[config.mk]
export PLATFORM = sky130hd
export DESIGN_NAME = imem_icache
export DESIGN_NICKNAME = d
export VERILOG_FILES = /design/src/rtl/imem_icache_pkg.sv /design/src/rtl/imem_icache_fill_ctrl.sv /design/src/rtl/imem_icache.sv
export SDC_FILE = /design/constraint.sdc
export NUM_CORES = 2
export LEC_CHECK = 0
export BUFFER_PORTS_ARGS = -buffer_cell sky130_fd_sc_hd__buf_2
export CAP_MARGIN = 15
export CORE_MARGIN = 2
export CORE_UTILIZATION = 35
export CTS_CLUSTER_SIZE = 28
export DETAILED_ROUTE_END_ITERATION = 8
export GPL_ROUTABILITY_DRIVEN = 1
export PLACE_DENSITY = 0.62
export SETUP_SLACK_MARGIN = 0.5
export SYNTH_ARGS = -nofsm -noshare
export SYNTH_HDL_FRONTEND = slang
export SYNTH_SLANG_ARGS = --single-unit
[constraint.sdc]
create_clock -name i_clk -period 4.2 [get_ports i_clk]
set_clock_uncertainty 0.05 [all_clocks]
set_input_delay 0.63 -clock i_clk [delete_from_list [all_inputs] [get_ports i_clk]]
set_output_delay 0.63 -clock i_clk [all_outputs]
set_load 0.005 [all_outputs]
[src/rtl/imem_icache_pkg.sv]
// imem_icache_pkg: shared state type, default geometry and address-field helpers
package imem_icache_pkg;
   typedef enum logic {IDLE, FILL} state_t;
   localparam int NUM_LINES_D = 16;
   localparam int LINE_WORDS_D = 4;
   localparam int OFF_W = $clog2(LINE_WORDS_D);
   localparam int IDX_W = $clog2(NUM_LINES_D);
   localparam int TAG_W = 30 - OFF_W - IDX_W;
   function automatic logic [31:0] addr_off(input logic [31:0] a, input int off_w);
      return (a >> 2) & ((32'd1 << off_w) - 32'd1);
   endfunction
   function automatic logic [31:0] addr_idx(input logic [31:0] a, input int off_w, input int idx_w);
      return (a >> (2 + off_w)) & ((32'd1 << idx_w) - 32'd1);
   endfunction
   function automatic logic [31:0] addr_tag(input logic [31:0] a, input int off_w, input int idx_w);
      return a >> (2 + off_w + idx_w);
   endfunction
   function automatic logic [31:0] line_base(input logic [31:0] a, input int off_w);
      return a & ~((32'd1 << (off_w + 2)) - 32'd1);
   endfunction
endpackage

[src/rtl/imem_icache_fill_ctrl.sv]
// imem_icache_fill_ctrl: line-fill FSM with pipelined memory requests and in-order responses
module imem_icache_fill_ctrl import imem_icache_pkg::*; #(
   parameter int LINE_WORDS = LINE_WORDS_D
) (
   input  logic                          i_clk,
   input  logic                          i_rst,
   input  logic                          i_start,
   input  logic [31:0]                   i_base,
   input  logic                          i_mem_ready,
   input  logic                          i_mem_valid,
   output logic                          o_busy,
   output logic                          o_mem_ren,
   output logic [31:0]                   o_mem_addr,
   output logic [31:0]                   o_base,
   output logic                          o_wr_en,
   output logic [$clog2(LINE_WORDS)-1:0] o_wr_off,
   output logic                          o_done
);
   localparam int OW = $clog2(LINE_WORDS);
   localparam int CW = OW + 1;
   localparam logic [CW-1:0] LW = CW'(LINE_WORDS);
   localparam logic [CW-1:0] LAST = CW'(LINE_WORDS - 1);
   state_t state, state_d;
   logic [CW-1:0] req_cnt, resp_cnt;
   logic [31:0] base;
   logic start, fire;
   always_comb begin
      start = (state == IDLE) & i_start;
      o_busy = state == FILL;
      o_mem_ren = o_busy & (req_cnt < LW);
      o_mem_addr = o_mem_ren ? base + (32'(req_cnt) << 2) : '0;
      o_base = base;
      fire = o_mem_ren & i_mem_ready;
      o_wr_en = o_busy & i_mem_valid & ~i_rst;
      o_wr_off = resp_cnt[OW-1:0];
      o_done = o_wr_en & (resp_cnt == LAST);
      state_d = start ? FILL : o_done ? IDLE : state;
   end
   always_ff @(posedge i_clk) begin
      if (i_rst) begin
         state <= IDLE;
         req_cnt <= '0;
         resp_cnt <= '0;
         base <= '0;
      end else begin
         state <= state_d;
         req_cnt <= start ? '0 : req_cnt + CW'(fire);
         resp_cnt <= start ? '0 : resp_cnt + CW'(o_wr_en);
         base <= start ? i_base : base;
      end
   end
   // responses arrive only for accepted requests
   always_ff @(posedge i_clk) if (!i_rst) assert (resp_cnt <= req_cnt);
endmodule

[src/rtl/imem_icache.sv]
// imem_icache: direct-mapped read-only instruction cache with same-cycle hits
module imem_icache import imem_icache_pkg::*; #(
   parameter int          NUM_LINES  = NUM_LINES_D,
   parameter int          LINE_WORDS = LINE_WORDS_D,
   parameter logic [31:0] RESET_ADDR = 32'h0000_0000
) (
   input  logic        i_clk,
   input  logic        i_rst,
   input  logic        i_req_en,
   input  logic [31:0] i_req_addr,
   output logic [31:0] o_res_rdata,
   output logic        o_res_valid,
   output logic        o_busy,
   output logic        o_mem_ren,
   output logic [31:0] o_mem_addr,
   input  logic        i_mem_ready,
   input  logic        i_mem_valid,
   input  logic [31:0] i_mem_rdata
);
   localparam int OW = $clog2(LINE_WORDS);
   localparam int IW = $clog2(NUM_LINES);
   localparam int TW = 30 - OW - IW;
   if ((1 << OW) != LINE_WORDS || (1 << IW) != NUM_LINES || OW < 1 || IW < 1 || RESET_ADDR % 4 != 0) begin : g_bad_cfg
      $error("imem_icache: geometry must be powers of two >= 2 and RESET_ADDR word aligned");
   end
   logic [NUM_LINES-1:0] valid;
   logic [TW-1:0] tag_mem [NUM_LINES];
   logic [31:0] data_mem [NUM_LINES][LINE_WORDS];
   logic [OW-1:0] off, wr_off;
   logic [IW-1:0] idx, fill_idx;
   logic [TW-1:0] tag, fill_tag;
   logic [31:0] fill_base;
   logic fill_busy, hit, miss, wr_en, fill_done;
   always_comb begin
      off = OW'(addr_off(i_req_addr, OW));
      idx = IW'(addr_idx(i_req_addr, OW, IW));
      tag = TW'(addr_tag(i_req_addr, OW, IW));
      fill_idx = IW'(addr_idx(fill_base, OW, IW));
      fill_tag = TW'(addr_tag(fill_base, OW, IW));
      hit = i_req_en & ~fill_busy & valid[idx] & (tag_mem[idx] == tag);
      miss = i_req_en & ~fill_busy & ~hit;
      o_res_valid = hit;
      o_res_rdata = hit ? data_mem[idx][off] : '0;
      o_busy = miss | fill_busy;
   end
   imem_icache_fill_ctrl #(.LINE_WORDS(LINE_WORDS)) u_fill (
      .i_clk(i_clk),
      .i_rst(i_rst),
      .i_start(miss),
      .i_base(line_base(i_req_addr, OW)),
      .i_mem_ready(i_mem_ready),
      .i_mem_valid(i_mem_valid),
      .o_busy(fill_busy),
      .o_mem_ren(o_mem_ren),
      .o_mem_addr(o_mem_addr),
      .o_base(fill_base),
      .o_wr_en(wr_en),
      .o_wr_off(wr_off),
      .o_done(fill_done)
   );
   always_ff @(posedge i_clk) begin
      if (i_rst) valid <= '0;
      else if (fill_done) valid[fill_idx] <= 1'b1;
   end
   // tag and data arrays are not reset; the valid bit alone gates them
   always_ff @(posedge i_clk) begin
      if (wr_en) data_mem[fill_idx][wr_off] <= i_mem_rdata;
      if (fill_done) tag_mem[fill_idx] <= fill_tag;
   end
   always_ff @(posedge i_clk) if (!i_rst) assert (!(o_res_valid && o_busy));
endmodule
==> flow_summary.yaml <==
status:
  status: "complete, but fails checks"
  violations: "setup timing"
die:
  rows: 192
  io_pins: 136
  die_w_um: 528
  core_sq_um: 273000
  die_area_sq_um: 278000
  initial_core_util: 0.351
  die_h_um: 528
detailed_routing:
  via_per_inst: 5.47
  finalWirelength_mm: 243
  drt_iter0_markers: 5174
  drc_errors: 0
  post_drt_wl_per_cell_um: 29.2
  ant_nets: 0
  dr_total_vias: 45602
  first_pass_iters: 7
place:
  pre_cts_slack_ns: -0.901
  hpwlAfterDp_mm: 135
  placed_cell_area_sq_um: 104000
  gp_congestion: 0.796
  placed_cells: 7860
  portBuffers: 131
synth:
  synth_cell_type_count: 66
  syn_avg_cell_area_sq_um: 23.5
  ys_seq_area_frac: 0.771
  yosys.area_share.simple: 0.0200
  synth_area_sq_um: 96000
  synth-edff-count: 2432
  ys_async_sr_fraction: 0
  synth_compound_area_frac: 0.00731
  ys_ff_latch: 2483
  synthCells: 4088
  synth.mux.area_fraction: 0.184
  synth_ff_type: "edfxtp_1"
  synth_adder_area_share: 0.000782
  yosys.area_share.xor_xnor: 0.00520
  synth_top_family_by_area: "multiplexers"
  yosysWarnings: 0
setup_path:
  critical_path.max_stage_delay_ns: 0.54
  cp-start-kind: "flip-flop"
  required_ns: 3.52
  crit_arrival_ns: 4.35
  reg2reg_depth: 11
  timing.rr.start: "tag_mem[13][6]"
  r2r_slack_ns: 0.29
  end_kind: "output port"
  cp_common_cell: "mux4_2"
  rr_endpoint: "u_fill.o_base[22]"
  critPathKind: "flip-flop to output port"
  cp_slowest_cell: "or4_4"
  crit_fanout: 15
  path_cells: "mux4_2 > mux4_2 > xor2_1 > nor4_2 > nand4_1 > or4_4 > buf_12 > a311oi_2 > buf_2"
timing:
  max-slew-margin-rel: 0.235
  post-route-period-util: 1.20
  worstMarginPinSlew_ns: 1.15
  slew_violations: 0
  fmaxAchievable_mhz: 199
  rsz0062_at_grt: "true"
  layout_setup_ws_ns: -0.833
  period_needed_ns: 5.03
  setup-violations-final: 34
  hold_viol_final: 0
worst_hold_path:
  holdPathStages: 1
  worstHoldEndpoint: "data_mem[8][13]"
  hp-class: "primary input to flip-flop"
  min_from: "i_mem_rdata[13]"
power_and_ir_drop:
  seqPwrFrac: 0.533
  p_switching_w: 0.0108
  clkPwrFrac: 0.419
  power.density_nw_per_um2: 457
  swShare: 0.210
  power.leakage_nw: 34.9
  ir_drop_mv: 0.370
  pwr-share-comb: 0.048
  p_int_w: 0.0405
global_route:
  grt_pass1_vias: 46059
  antenna_found_initial: 17
  overflow: 0
  grt_pass1_wl_mm: 344
  grt_use_total: 0.172
  grt_max_degree: 112
clock_network:
  cts-root-buf: "clkbuf_16"
  clock_sinks: 2483
  path_clk_slew_ns: 0.06
  h-tree-depth: 4
  tritoncts: "yes"
  cts_inserted_buffers: 248
  clk-insertion-delay-late_ns: 0.89
  clk_path_buf_depth: 4
layout:
  final_common_cell: "edfxtp_1"
  layout_common_cells: "edfxtp_1 (2,432), mux4_2 (725), clkbuf_16 (249), buf_4 (202), buf_2 (123)"
  finalNonFillerCells: 8340
  finalInstanceArea_sq_um: 112000
  drive_above_1_share: 0.349
  area_delta_synth_final_pct: 16.8
  fillerInstances: 23311
  fin_nets: 4614
run:
  cap_violations: 0
[Yosys cell counts (12+ instances only)]
cell type,instances,area share
a21oi_1,14,0.00073
and2_1,14,0.00091
xor2_1,39,0.0036
mux4_2,725,0.17
dfxtp_1,51,0.011
mux4_1,12,0.0033
nor2_1,144,0.0056
a211oi_1,26,0.0020
buf_1,47,0.0018
buf_2,63,0.0033
edfxtp_1,2432,0.76
nand2_1,52,0.0020
nor2b_1,35,0.0023
clkbuf_1,93,0.0036
xnor2_1,18,0.0016
mux2i_1,96,0.010
nand3_1,21,0.0011
nand2b_1,59,0.0038
[per-stage QoR]
stage / total power, W / TNS (ns) / utilization / hold slack [ns]
after global placement: 0.0302 / -40.39 / 0.380 / 0.391
after floorplan: 0.0293 / 0 / - / 0.382
after CTS: 0.0516 / -26.70 / 0.409 / 0.00640
final: 0.0512 / -23.75 / 0.411 / 0.0416
after detailed placement: 0.0303 / -41.68 / 0.380 / 0.403
after global routing: 0.0527 / -27.99 / 0.411 / 0.0153
[layer usage]
| metal | vias up | part of all wire | global-route usage |
|---|---|---|---|
| li1 | 18347 | - | - |
| met1 | 25037 | 0.41 | 0.235 |
| met2 | 1886 | 0.49 | 0.284 |
| met3 | 328 | 0.078 | 0.0327 |
| met4 | 4 | 0.020 | 0.0401 |
| met5 | - | 0.000082 | 0 |
[power groups by stage]
stage | clock, W | combinational, W | sequential, W
2_1_floorplan | 0 | 0.00143 | 0.0278
3_3_place_gp | 0 | 0.00241 | 0.0278
3_5_place_dp | 0 | 0.00244 | 0.0278
4_1_cts | 0.0218 | 0.00246 | 0.0273
5_1_grt | 0.0228 | 0.00262 | 0.0273
6_report | 0.0215 | 0.00247 | 0.0273
[what timing repair did]
action	in CTS	in global routing
hold buffers	2	0
endpoints found under the hold margin	2	0
setup buffers	3	5
gates resized for setup	37	20
pin swaps	3	15
endpoints found under the setup margin	82	77
[logic make-up (layout without fill, tap and decap cells)]
group / Yosys count / after routing
flops: 2483 / 2483
mux: 837 / 837
simple gates: 378 / 378
buf+inv: 229 / 884
compound gates: 97 / 97
xor+xnor: 57 / 57
fa+ha+maj: 6 / 6
other cells: 1 / 9
[registers in the layout, indices dropped and copies added (netlist names)]
register,count
u_fill.o_busy,1
u_fill.req_cnt,3
data_mem,2048
u_fill.resp_cnt,3
u_fill.o_base,28
tag_mem,384
valid,16
[worst max-delay path: cells and delay by family, from the launching register on]
family | cells | cell delay [ns]
AND/OR/NAND/NOR | 3 | 1.09
AO/OA/AOI/OAI | 1 | 0.39
multiplexers | 2 | 1.00
flip-flops | 1 | 0.37
buffers and inverters | 2 | 0.42
XOR/XNOR | 1 | 0.18
[area by class of cell]
class                           count  area (sq um)  share of cell area
Clock inverter                    170          1460              0.0130
Tap cell                         3589          4490              0.0400
Antenna cell                        7          17.5            0.000156
Inverter                            6          27.5            0.000245
Multi-Input combinational cell   1377         21700               0.194
Timing Repair Buffer              423          4000              0.0357
Clock buffer                      285          6370              0.0568
Sequential cell                  2483         74100               0.660
[worst max-delay path by stage]
stage | start | to
final | tag_mem[13][6] | o_res_rdata[23]
after global placement | i_req_addr[4] | o_res_rdata[20]
after detailed placement | i_req_addr[4] | o_res_rdata[20]
after floorplan | i_req_addr[4] | o_res_rdata[20]
after CTS | tag_mem[13][6] | o_res_rdata[20]
after global routing | tag_mem[4][21] | o_res_rdata[15]
Power figures use the tool's default switching activity.
